--- src/rtl/command_word_sequencer_if.sv ---
// -----------------------------------------------------------------------------
// command_word_sequencer_if
// Write-side bus between the 8259A read/write bus interface and the command
// word sequencer.
//   master : bus interface side; drives wrStrobe, A0, DBus and observes
//            cmdData, the seven command-word strobes, initDone and cmdError.
//   slave  : sequencer side; mirror image of master.
// Signals:
//   wrStrobe  one-cycle write pulse (CS/WR already qualified)
//   A0        address bit of the write
//   DBus[7:0] write data, valid while wrStrobe is high
//   cmdData   registered copy of the last accepted write byte
//   ICW1flag..ICW4flag, OCW1flag..OCW3flag  one-cycle command-word strobes
//   initDone  high while the initialization sequence is complete
//   cmdError  one-cycle pulse on an ignored write
// -----------------------------------------------------------------------------
interface command_word_sequencer_if;
    logic       wrStrobe;
    logic       A0;
    logic [7:0] DBus;
    logic [7:0] cmdData;
    logic       ICW1flag;
    logic       ICW2flag;
    logic       ICW3flag;
    logic       ICW4flag;
    logic       OCW1flag;
    logic       OCW2flag;
    logic       OCW3flag;
    logic       initDone;
    logic       cmdError;

    modport master (
        output wrStrobe, A0, DBus,
        input  cmdData, ICW1flag, ICW2flag, ICW3flag, ICW4flag,
               OCW1flag, OCW2flag, OCW3flag, initDone, cmdError
    );

    modport slave (
        input  wrStrobe, A0, DBus,
        output cmdData, ICW1flag, ICW2flag, ICW3flag, ICW4flag,
               OCW1flag, OCW2flag, OCW3flag, initDone, cmdError
    );
endinterface

--- src/rtl/command_word_sequencer.sv ---
// -----------------------------------------------------------------------------
// command_word_sequencer
// Classifies each CPU write to the 8259A into exactly one command-word strobe
// (ICW1..ICW4, OCW1..OCW3) and enforces the ICW1 -> ICW2 -> [ICW3] -> [ICW4]
// initialization order. Writes that are illegal in the current state are
// dropped and reported with a one-cycle cmdError pulse.
// Ports:
//   clk    system clock, rising-edge active
//   reset  synchronous active-high reset (wins over a same-cycle write)
//   bus    slave modport of command_word_sequencer_if (write inputs,
//          registered cmdData, strobes, initDone, cmdError)
// All outputs are registered: a write sampled at edge N is visible in N+1.
// -----------------------------------------------------------------------------
module command_word_sequencer (
    input  logic                          clk,
    input  logic                          reset,
    command_word_sequencer_if.slave       bus
);

    typedef enum logic [2:0] {
        UNINIT    = 3'd0,
        WAIT_ICW2 = 3'd1,
        WAIT_ICW3 = 3'd2,
        WAIT_ICW4 = 3'd3,
        READY     = 3'd4
    } state_t;

    // One-hot strobe vector bit positions.
    localparam int F_ICW1 = 0;
    localparam int F_ICW2 = 1;
    localparam int F_ICW3 = 2;
    localparam int F_ICW4 = 3;
    localparam int F_OCW1 = 4;
    localparam int F_OCW2 = 5;
    localparam int F_OCW3 = 6;

    state_t     state_r;
    state_t     state_next_s;
    logic       sngl_r;
    logic       ic4_r;
    logic [7:0] cmd_data_r;
    logic [6:0] flags_r;
    logic [6:0] flags_next_s;
    logic       cmd_error_r;
    logic       cmd_error_next_s;
    logic       init_done_r;
    logic       load_icw1_s;
    logic       accept_s;

    // Next-state and strobe decode; first matching classification wins.
    always_comb begin
        state_next_s     = state_r;
        flags_next_s     = 7'b000_0000;
        cmd_error_next_s = 1'b0;
        load_icw1_s      = 1'b0;
        accept_s         = 1'b0;
        if (bus.wrStrobe) begin
            if ((bus.A0 == 1'b0) && bus.DBus[4]) begin
                // ICW1 restarts initialization from any state, including READY.
                flags_next_s[F_ICW1] = 1'b1;
                state_next_s         = WAIT_ICW2;
                load_icw1_s          = 1'b1;
                accept_s             = 1'b1;
            end else if (bus.A0 == 1'b1) begin
                case (state_r)
                    WAIT_ICW2: begin
                        flags_next_s[F_ICW2] = 1'b1;
                        accept_s             = 1'b1;
                        if (!sngl_r) begin
                            state_next_s = WAIT_ICW3;
                        end else if (ic4_r) begin
                            state_next_s = WAIT_ICW4;
                        end else begin
                            state_next_s = READY;
                        end
                    end
                    WAIT_ICW3: begin
                        flags_next_s[F_ICW3] = 1'b1;
                        accept_s             = 1'b1;
                        state_next_s         = ic4_r ? WAIT_ICW4 : READY;
                    end
                    WAIT_ICW4: begin
                        flags_next_s[F_ICW4] = 1'b1;
                        accept_s             = 1'b1;
                        state_next_s         = READY;
                    end
                    READY: begin
                        flags_next_s[F_OCW1] = 1'b1;
                        accept_s             = 1'b1;
                    end
                    default: begin
                        // UNINIT (or an unreachable encoding): nothing to program yet.
                        cmd_error_next_s = 1'b1;
                    end
                endcase
            end else if (state_r == READY) begin
                // A0=0 with D4=0: D3 selects OCW3 over OCW2.
                if (bus.DBus[3]) begin
                    flags_next_s[F_OCW3] = 1'b1;
                end else begin
                    flags_next_s[F_OCW2] = 1'b1;
                end
                accept_s = 1'b1;
            end else begin
                cmd_error_next_s = 1'b1;
            end
        end else begin
            state_next_s = state_r;
        end
    end

    // State, ICW1 option latches, data copy and registered strobes.
    always_ff @(posedge clk) begin
        if (reset) begin
            state_r     <= UNINIT;
            sngl_r      <= 1'b0;
            ic4_r       <= 1'b0;
            cmd_data_r  <= 8'h00;
            flags_r     <= 7'b000_0000;
            cmd_error_r <= 1'b0;
            init_done_r <= 1'b0;
        end else begin
            state_r     <= state_next_s;
            flags_r     <= flags_next_s;
            cmd_error_r <= cmd_error_next_s;
            // initDone tracks the state register, so it changes with the strobe.
            init_done_r <= (state_next_s == READY);
            if (load_icw1_s) begin
                sngl_r <= bus.DBus[1];
                ic4_r  <= bus.DBus[0];
            end
            if (accept_s) begin
                cmd_data_r <= bus.DBus;
            end
        end
    end

    assign bus.cmdData  = cmd_data_r;
    assign bus.ICW1flag = flags_r[F_ICW1];
    assign bus.ICW2flag = flags_r[F_ICW2];
    assign bus.ICW3flag = flags_r[F_ICW3];
    assign bus.ICW4flag = flags_r[F_ICW4];
    assign bus.OCW1flag = flags_r[F_OCW1];
    assign bus.OCW2flag = flags_r[F_OCW2];
    assign bus.OCW3flag = flags_r[F_OCW3];
    assign bus.initDone = init_done_r;
    assign bus.cmdError = cmd_error_r;

endmodule

--- src/flat_wrapper.sv ---
// flat-port wrapper written by rule: the top's interface ports become plain ports
module command_word_sequencer_flat 
  (clk, reset, bus_wrStrobe, bus_A0, bus_DBus, bus_cmdData, bus_ICW1flag, bus_ICW2flag, bus_ICW3flag, bus_ICW4flag, bus_OCW1flag, bus_OCW2flag, bus_OCW3flag, bus_initDone, bus_cmdError);
  command_word_sequencer_if bus_i ();
  input  logic clk;
  input  logic reset;
  input wire logic [$bits(bus_i.wrStrobe)-1:0] bus_wrStrobe;
  input wire logic [$bits(bus_i.A0)-1:0] bus_A0;
  input wire logic [$bits(bus_i.DBus)-1:0] bus_DBus;
  output wire logic [$bits(bus_i.cmdData)-1:0] bus_cmdData;
  output wire logic [$bits(bus_i.ICW1flag)-1:0] bus_ICW1flag;
  output wire logic [$bits(bus_i.ICW2flag)-1:0] bus_ICW2flag;
  output wire logic [$bits(bus_i.ICW3flag)-1:0] bus_ICW3flag;
  output wire logic [$bits(bus_i.ICW4flag)-1:0] bus_ICW4flag;
  output wire logic [$bits(bus_i.OCW1flag)-1:0] bus_OCW1flag;
  output wire logic [$bits(bus_i.OCW2flag)-1:0] bus_OCW2flag;
  output wire logic [$bits(bus_i.OCW3flag)-1:0] bus_OCW3flag;
  output wire logic [$bits(bus_i.initDone)-1:0] bus_initDone;
  output wire logic [$bits(bus_i.cmdError)-1:0] bus_cmdError;
  assign bus_i.wrStrobe = bus_wrStrobe;
  assign bus_i.A0 = bus_A0;
  assign bus_i.DBus = bus_DBus;
  assign bus_cmdData = bus_i.cmdData;
  assign bus_ICW1flag = bus_i.ICW1flag;
  assign bus_ICW2flag = bus_i.ICW2flag;
  assign bus_ICW3flag = bus_i.ICW3flag;
  assign bus_ICW4flag = bus_i.ICW4flag;
  assign bus_OCW1flag = bus_i.OCW1flag;
  assign bus_OCW2flag = bus_i.OCW2flag;
  assign bus_OCW3flag = bus_i.OCW3flag;
  assign bus_initDone = bus_i.initDone;
  assign bus_cmdError = bus_i.cmdError;
  command_word_sequencer u_core (.clk(clk), .reset(reset), .bus(bus_i));
endmodule
--- config.mk ---
export PLATFORM = sky130hd
export DESIGN_NAME = command_word_sequencer_flat
export DESIGN_NICKNAME = d
export VERILOG_FILES = /design/src/rtl/command_word_sequencer_if.sv /design/src/rtl/command_word_sequencer.sv /design/src/flat_wrapper.sv
export SDC_FILE = /design/constraint.sdc
export NUM_CORES = 1
export LEC_CHECK = 0
export CAP_MARGIN = 25
export CELL_PAD_IN_SITES_DETAIL_PLACEMENT = 1
export CELL_PAD_IN_SITES_GLOBAL_PLACEMENT = 1
export CORE_MARGIN = 4
export CORE_UTILIZATION = 31
export DETAILED_ROUTE_END_ITERATION = 7
export PLACE_DENSITY_LB_ADDON = 0.08
export SLEW_MARGIN = 25
export SYNTH_ARGS = -nofsm -noshare
export SYNTH_HDL_FRONTEND = slang
export SYNTH_SLANG_ARGS = --single-unit
--- constraint.sdc ---
create_clock -name clk -period 1.4 [get_ports clk]
set_input_delay 0.14 -clock clk [delete_from_list [all_inputs] [get_ports clk]]
set_output_delay 0.14 -clock clk [all_outputs]
set_load 0.02 [all_outputs]
==> results.py, run 1 <==
metrics = {
    "job": {
        "maxCapViolations": 0,
    },
    "clocking": {
        "cts_tree": "built",
        "clock_path_buffers": 2,
        "clkSinkCount": 22,
        "cts_buffers": 3,
        "clkLatencyLatePin_ps": 300,
        "htreeDepth": 1,
        "cts_root_buffer": "clkbuf_4",
        "post_cts_buffers": 0,
        "path_clk_slew_ps": 120,
    },
    "synthesis": {
        "synthCells": 95,
        "synthFlopType": "dfxtp_1",
        "yosysWarnings": 0,
        "synth_cell_types": 34,
        "synth-seq-cells": 22,
        "async_flop_share": 0,
        "ys_top_cells_by_area": "dfxtp_1 (45%), nand3_2 (8.1%), a21bo_2 (7.1%)",
        "synth_area_per_cell_um2": 10.4,
        "netlist_top_cells_count": "dfxtp_1 (22), a21oi_2 (8), nand3_2 (8)",
        "syn_nets": 107,
        "synthesis.area_um2": 988,
        "synth_edf_count": 0,
        "synth.most_common_cell": "dfxtp_1",
        "synth_top_cell_by_area": "dfxtp_1",
        "synth-seq-area-share": 0.446,
        "synth_top_area_share": 0.446,
    },
    "global_routing": {
        "antenna_found_initial": 0,
        "track_usage": 0.123,
        "grt_pass1_wl_mm": 3.96,
        "grt_pass1_vias": 847,
        "grt_max_degree": 18,
        "grt_overflow": 0,
    },
    "sta": {
        "finalCritPeriodShare": 0.972,
        "post-route-min-period_ps": 1360,
        "finalSetupViolCount": 0,
        "slew_headroom": 0.800,
        "clock-skew-final_ps": 1.15,
        "holdWs_ps": 346,
        "rsz0062_at_grt": "yes",
        "slew_viol_final": 0,
        "max_freq_mhz": 735,
        "worst_pin_slew_ps": 299,
        "final_hold_viol_count": 0,
    },
    "floorplan": {
        "die_w_um": 64.5,
        "pin_count": 29,
        "start_util": 0.324,
        "row_count": 20,
        "dieArea_um2": 4160,
        "die_y_um": 64.5,
        "core-area_um2": 3050,
    },
    "setup_path": {
        "cp_slowest_stage_delay_ps": 400,
        "start_kind": "register",
        "r2r_slack_ps": 40,
        "path_cells": "or3b_4 > o211ai_4 > buf_12 > a21bo_2 > a21oi_2",
        "required_ps": 1600,
        "critical_path_class": "register to register",
        "path_max_fanout": 17,
        "cpMaxStageDelayCell": "dfxtp_4",
        "crit_arrival_ps": 1560,
        "cp-end-kind": "register",
    },
    "layout": {
        "drive_above_1_share": 0.370,
        "finalNetCount": 148,
        "diodes": 0,
        "fin_util": 0.488,
        "nFillCells": 362,
        "syn_to_final_growth_pct": 50.6,
    },
    "drt": {
        "remaining_drc_errors": 0,
        "wl_mm": 2.45,
        "route.detailed.wl_per_inst_um": 13.7,
        "viasPerCell": 4.77,
        "ant_nets": 0,
        "first_pass_iters": 4,
        "vias": 854,
        "drt-initial-drc-count": 33,
    },
    "power": {
        "power.density_nw_per_um2": 828,
        "power.leakage_uw": 0.000748,
        "peakVddDrop_mv": 0.466,
    },
    "min_path": {
        "hold_class": "input port to register",
    },
    "placed_design": {
        "post-dp-hpwl_mm": 1.87,
        "port_buffers": 28,
        "gp_congestion": 0.740,
    },
    "run_status": {
        "status": "complete, no violations",
    },
}
registers in the layout (all words and copies together), names as in the netlist:
signal	flops
u_core.bus.cmdError	1
u_core.bus.cmdData	8
u_core.sngl_r	1
u_core.bus.initDone	1
u_core.flags_r	7
u_core.state_r	3
u_core.ic4_r	1
stage by stage:
stage	setup WS [ps]	instance area, µm²	instances	power (µW)	TNS (ps)
finish	39.9	1490	179	1230	0
global route	-13.0	1490	179	1310	-34.5
CTS	0.582	1440	179	1260	0
detailed placement	-248	1410	175	912	-3220
global placement	-201	1410	175	905	-2480
floorplan	16.8	1000	95	803	0
cells in the final DEF (no fill, tap or decap), types with 2 or more instances in the layout:
cell type / count
a21bo_2: 6
a21boi_0: 2
a21oi_1: 2
a21oi_2: 8
a311oi_1: 2
buf_4: 15
clkbuf_4: 3
clkdlybuf4s50_1: 10
dfxtp_1: 19
dfxtp_4: 2
dlygate4sd2_1: 7
dlymetal6s2s_1: 11
mux2i_1: 2
nand2_1: 4
nand2b_1: 2
nand3_2: 8
nand3b_1: 2
nor2_1: 7
nor3b_1: 3
o21ai_0: 2
routing by layer:
layer | global-route usage | vias up | part of all wire
li1 | - | 420 | -
met1 | 0.149 | 417 | 0.42
met2 | 0.207 | 15 | 0.52
met3 | 0.0277 | 2 | 0.043
met4 | 0.0554 | 0 | 0.012
met5 | 0 | - | 0
repair_timing:
item / 4_1_cts / 5_1_grt
setup endpoints to repair: 15 / 19
hold buffers: 0 / 0
pin swaps: 0 / 2
gates resized for setup: 10 / 15
power breakdown:
part / switching [µW] / total (µW) / internal, µW
logic: 113 / 232 / 118
registers: 15.0 / 659 / 644
clock network: 184 / 343 / 158
total: 313 / 1230 / 921
cells by family (layout without fill, tap and decap cells):
family                 after synthesis  after routing  share of synthesized area
AO/OA/AOI/OAI                       28             28                      0.238
buffers and inverters                9             49                     0.0645
AND/OR/NAND/NOR                     34             34                      0.232
flip-flops                          22             22                      0.446
multiplexers                         2              2                     0.0203
final cells by class:
type                            count  area (µm²)  share of cell area
Clock buffer                        4        36.3              0.0244
Inverter                            1        3.75             0.00252
Multi-Input combinational cell     64         513               0.345
Sequential cell                    22         449               0.302
Tap cell                           44        55.1              0.0370
Timing Repair Buffer               44         432               0.290
final timing paths:
path | startpoint | to | cells after the start
max | u_core.state_r[0]$_SDFF_PP0_ | u_core.bus.cmdData[6]$_SDFFE_PP0P_ | 5
min | bus_A0 | u_core.flags_r[5]$_SDFF_PP0_ | 3
max reg2reg | u_core.state_r[0]$_SDFF_PP0_ | u_core.bus.cmdData[6]$_SDFFE_PP0P_ | 5
min reg2reg | u_core.state_r[0]$_SDFF_PP0_ | u_core.flags_r[2]$_SDFF_PP0_ | 1
critical path: cells and delay by family, from the launching register on:
family                 cells  cell delay (ps)
flip-flops                 1              400
AND/OR/NAND/NOR            1              390
AO/OA/AOI/OAI              3              290
buffers and inverters      1              180
Note: power is estimated with default switching activity, not from simulation.
==> run 2: changes to the inputs <==
- RECOVER_POWER: unset -> 50
==> results.py, run 2 (synthesized netlist as in run 1, its figures left out) <==
metrics = {
    "min_path": {
        "hold_class": "input port to register",
        "worstHoldPathCells": 3,
    },
    "drt": {
        "vias": 852,
        "wl_mm": 2.49,
        "first_pass_iters": 2,
        "remaining_drc_errors": 0,
        "ant_nets": 0,
        "route.detailed.wl_per_inst_um": 13.9,
        "drt-initial-drc-count": 33,
        "viasPerCell": 4.76,
    },
    "sta": {
        "slew_headroom": 0.796,
        "rsz0062_at_grt": "yes",
        "slew_viol_final": 0,
        "finalSetupViolCount": 0,
        "tns_ps": 0,
        "finalCritPeriodShare": 0.973,
        "clock-skew-final_ps": 3.05,
        "worst_pin_slew_ps": 305,
        "post-route-min-period_ps": 1360,
        "max_freq_mhz": 734,
        "fin_ws_ps": 37.6,
        "final_hold_viol_count": 0,
    },
    "power": {
        "power.density_nw_per_um2": 874,
        "p_int_uw": 917,
        "power_frac_clock": 0.279,
        "power_frac_seq": 0.535,
        "switching_share": 0.255,
        "power.leakage_uw": 0.000563,
        "peakVddDrop_mv": 0.468,
        "switchingPower_uw": 315,
        "pwr-share-comb": 0.186,
    },
    "placed_design": {
        "gp_congestion": 0.740,
        "post-dp-hpwl_mm": 1.87,
        "pre_cts_ws_ps": -248,
        "port_buffers": 28,
    },
    "clocking": {
        "post_cts_buffers": 0,
        "clock_path_buffers": 2,
        "htreeDepth": 1,
        "cts_buffers": 3,
        "path_clk_slew_ps": 120,
        "clkLatencyLatePin_ps": 300,
        "cts_tree": "built",
        "postCtsHoldBufs": 0,
        "cts_root_buffer": "clkbuf_4",
        "clkSinkCount": 22,
    },
    "setup_path": {
        "r2r_slack_ps": 40,
        "cp-end-kind": "register",
        "critical_path_class": "register to register",
        "path_max_fanout": 17,
        "required_ps": 1600,
        "start_kind": "register",
        "crit_arrival_ps": 1570,
        "reg2regPathDepth": 5,
    },
    "global_routing": {
        "grt_pass1_wl_mm": 3.96,
        "grt_pass1_vias": 847,
        "grt_max_degree": 18,
        "grt_overflow": 0,
        "track_usage": 0.123,
        "antenna_found_initial": 0,
    },
    "floorplan": {
        "die_y_um": 64.5,
        "pin_count": 29,
        "start_util": 0.324,
        "die_w_um": 64.5,
        "dieArea_um2": 4160,
        "core-area_um2": 3050,
        "row_count": 20,
    },
    "layout": {
        "largest_reg_flops": 8,
        "syn_to_final_growth_pct": 42.7,
        "layout_commonest_cell": "dfxtp_1",
        "diodes": 0,
        "drive_above_1_share": 0.370,
        "finalNetCount": 148,
        "nFillCells": 372,
        "layout.cells.most_common_list": "dfxtp_1 (19), buf_4 (15), clkdlybuf4s50_1 (10)",
    },
    "run_status": {
        "status": "complete, no violations",
    },
    "job": {
        "maxCapViolations": 0,
    },
}
-- run 2: cell types whose count changed in the layout (fill, tap and decap cells not counted), sizes merged --
cell / delta
clkbuf: +9
dlymetal6s2s: -9
-- run 2: cell type report --
type	count	area, µm²	share of cell area
well taps	44	55.1	0.0390
clock buffers	4	36.3	0.0257
flip-flops and latches	22	449	0.319
multi-input cells	64	513	0.364
repair buffers	44	353	0.250
inverters	1	3.75	0.00266
-- run 2: worst paths after layout --
kind	from	end
hold / removal	bus_A0	u_core.flags_r[5]$_SDFF_PP0_
hold reg to reg	u_core.state_r[0]$_SDFF_PP0_	u_core.flags_r[2]$_SDFF_PP0_
setup / recovery	u_core.state_r[0]$_SDFF_PP0_	u_core.bus.cmdData[0]$_SDFFE_PP0P_
setup reg to reg	u_core.state_r[0]$_SDFF_PP0_	u_core.bus.cmdData[0]$_SDFFE_PP0P_
-- run 2: power groups by stage --
stage / sequential, µW / clock, µW / combinational [µW]
floorplan: 686 / 0 / 117
global placement: 674 / 0 / 231
detailed placement: 674 / 0 / 237
CTS: 661 / 366 / 232
global route: 664 / 392 / 247
finish: 660 / 344 / 229
-- run 2: repair_timing --
item                                    4_1_cts  5_1_grt
pin swaps                                     0        2
resized for setup                            10       15
endpoints found under the setup margin       15       19
-- run 2: stage by stage --
stage	util	hold slack (ps)	instances	total power [µW]	instance area [µm²]
3_3_place_gp	0.461	506	175	905	1410
5_1_grt	0.462	339	179	1300	1410
6_report	0.462	349	179	1230	1410
3_5_place_dp	0.461	552	175	912	1410
4_1_cts	0.473	378	179	1260	1440
2_1_floorplan	-	217	95	803	1000
-- run 2: worst max-delay path, cell delays in order, from the launching register on --
cell	delay, ps
dfxtp_4	400
or3b_4	390
o211ai_4	90
buf_12	180
a21bo_2	150
a21oi_2	50
-- run 2: routing by layer --
layer | global-route usage | vias up | part of all wire
met4 | 0.0554 | 0 | 0.018
li1 | - | 418 | -
met3 | 0.0277 | 4 | 0.045
met1 | 0.149 | 413 | 0.43
met5 | 0 | - | 0
met2 | 0.207 | 17 | 0.51
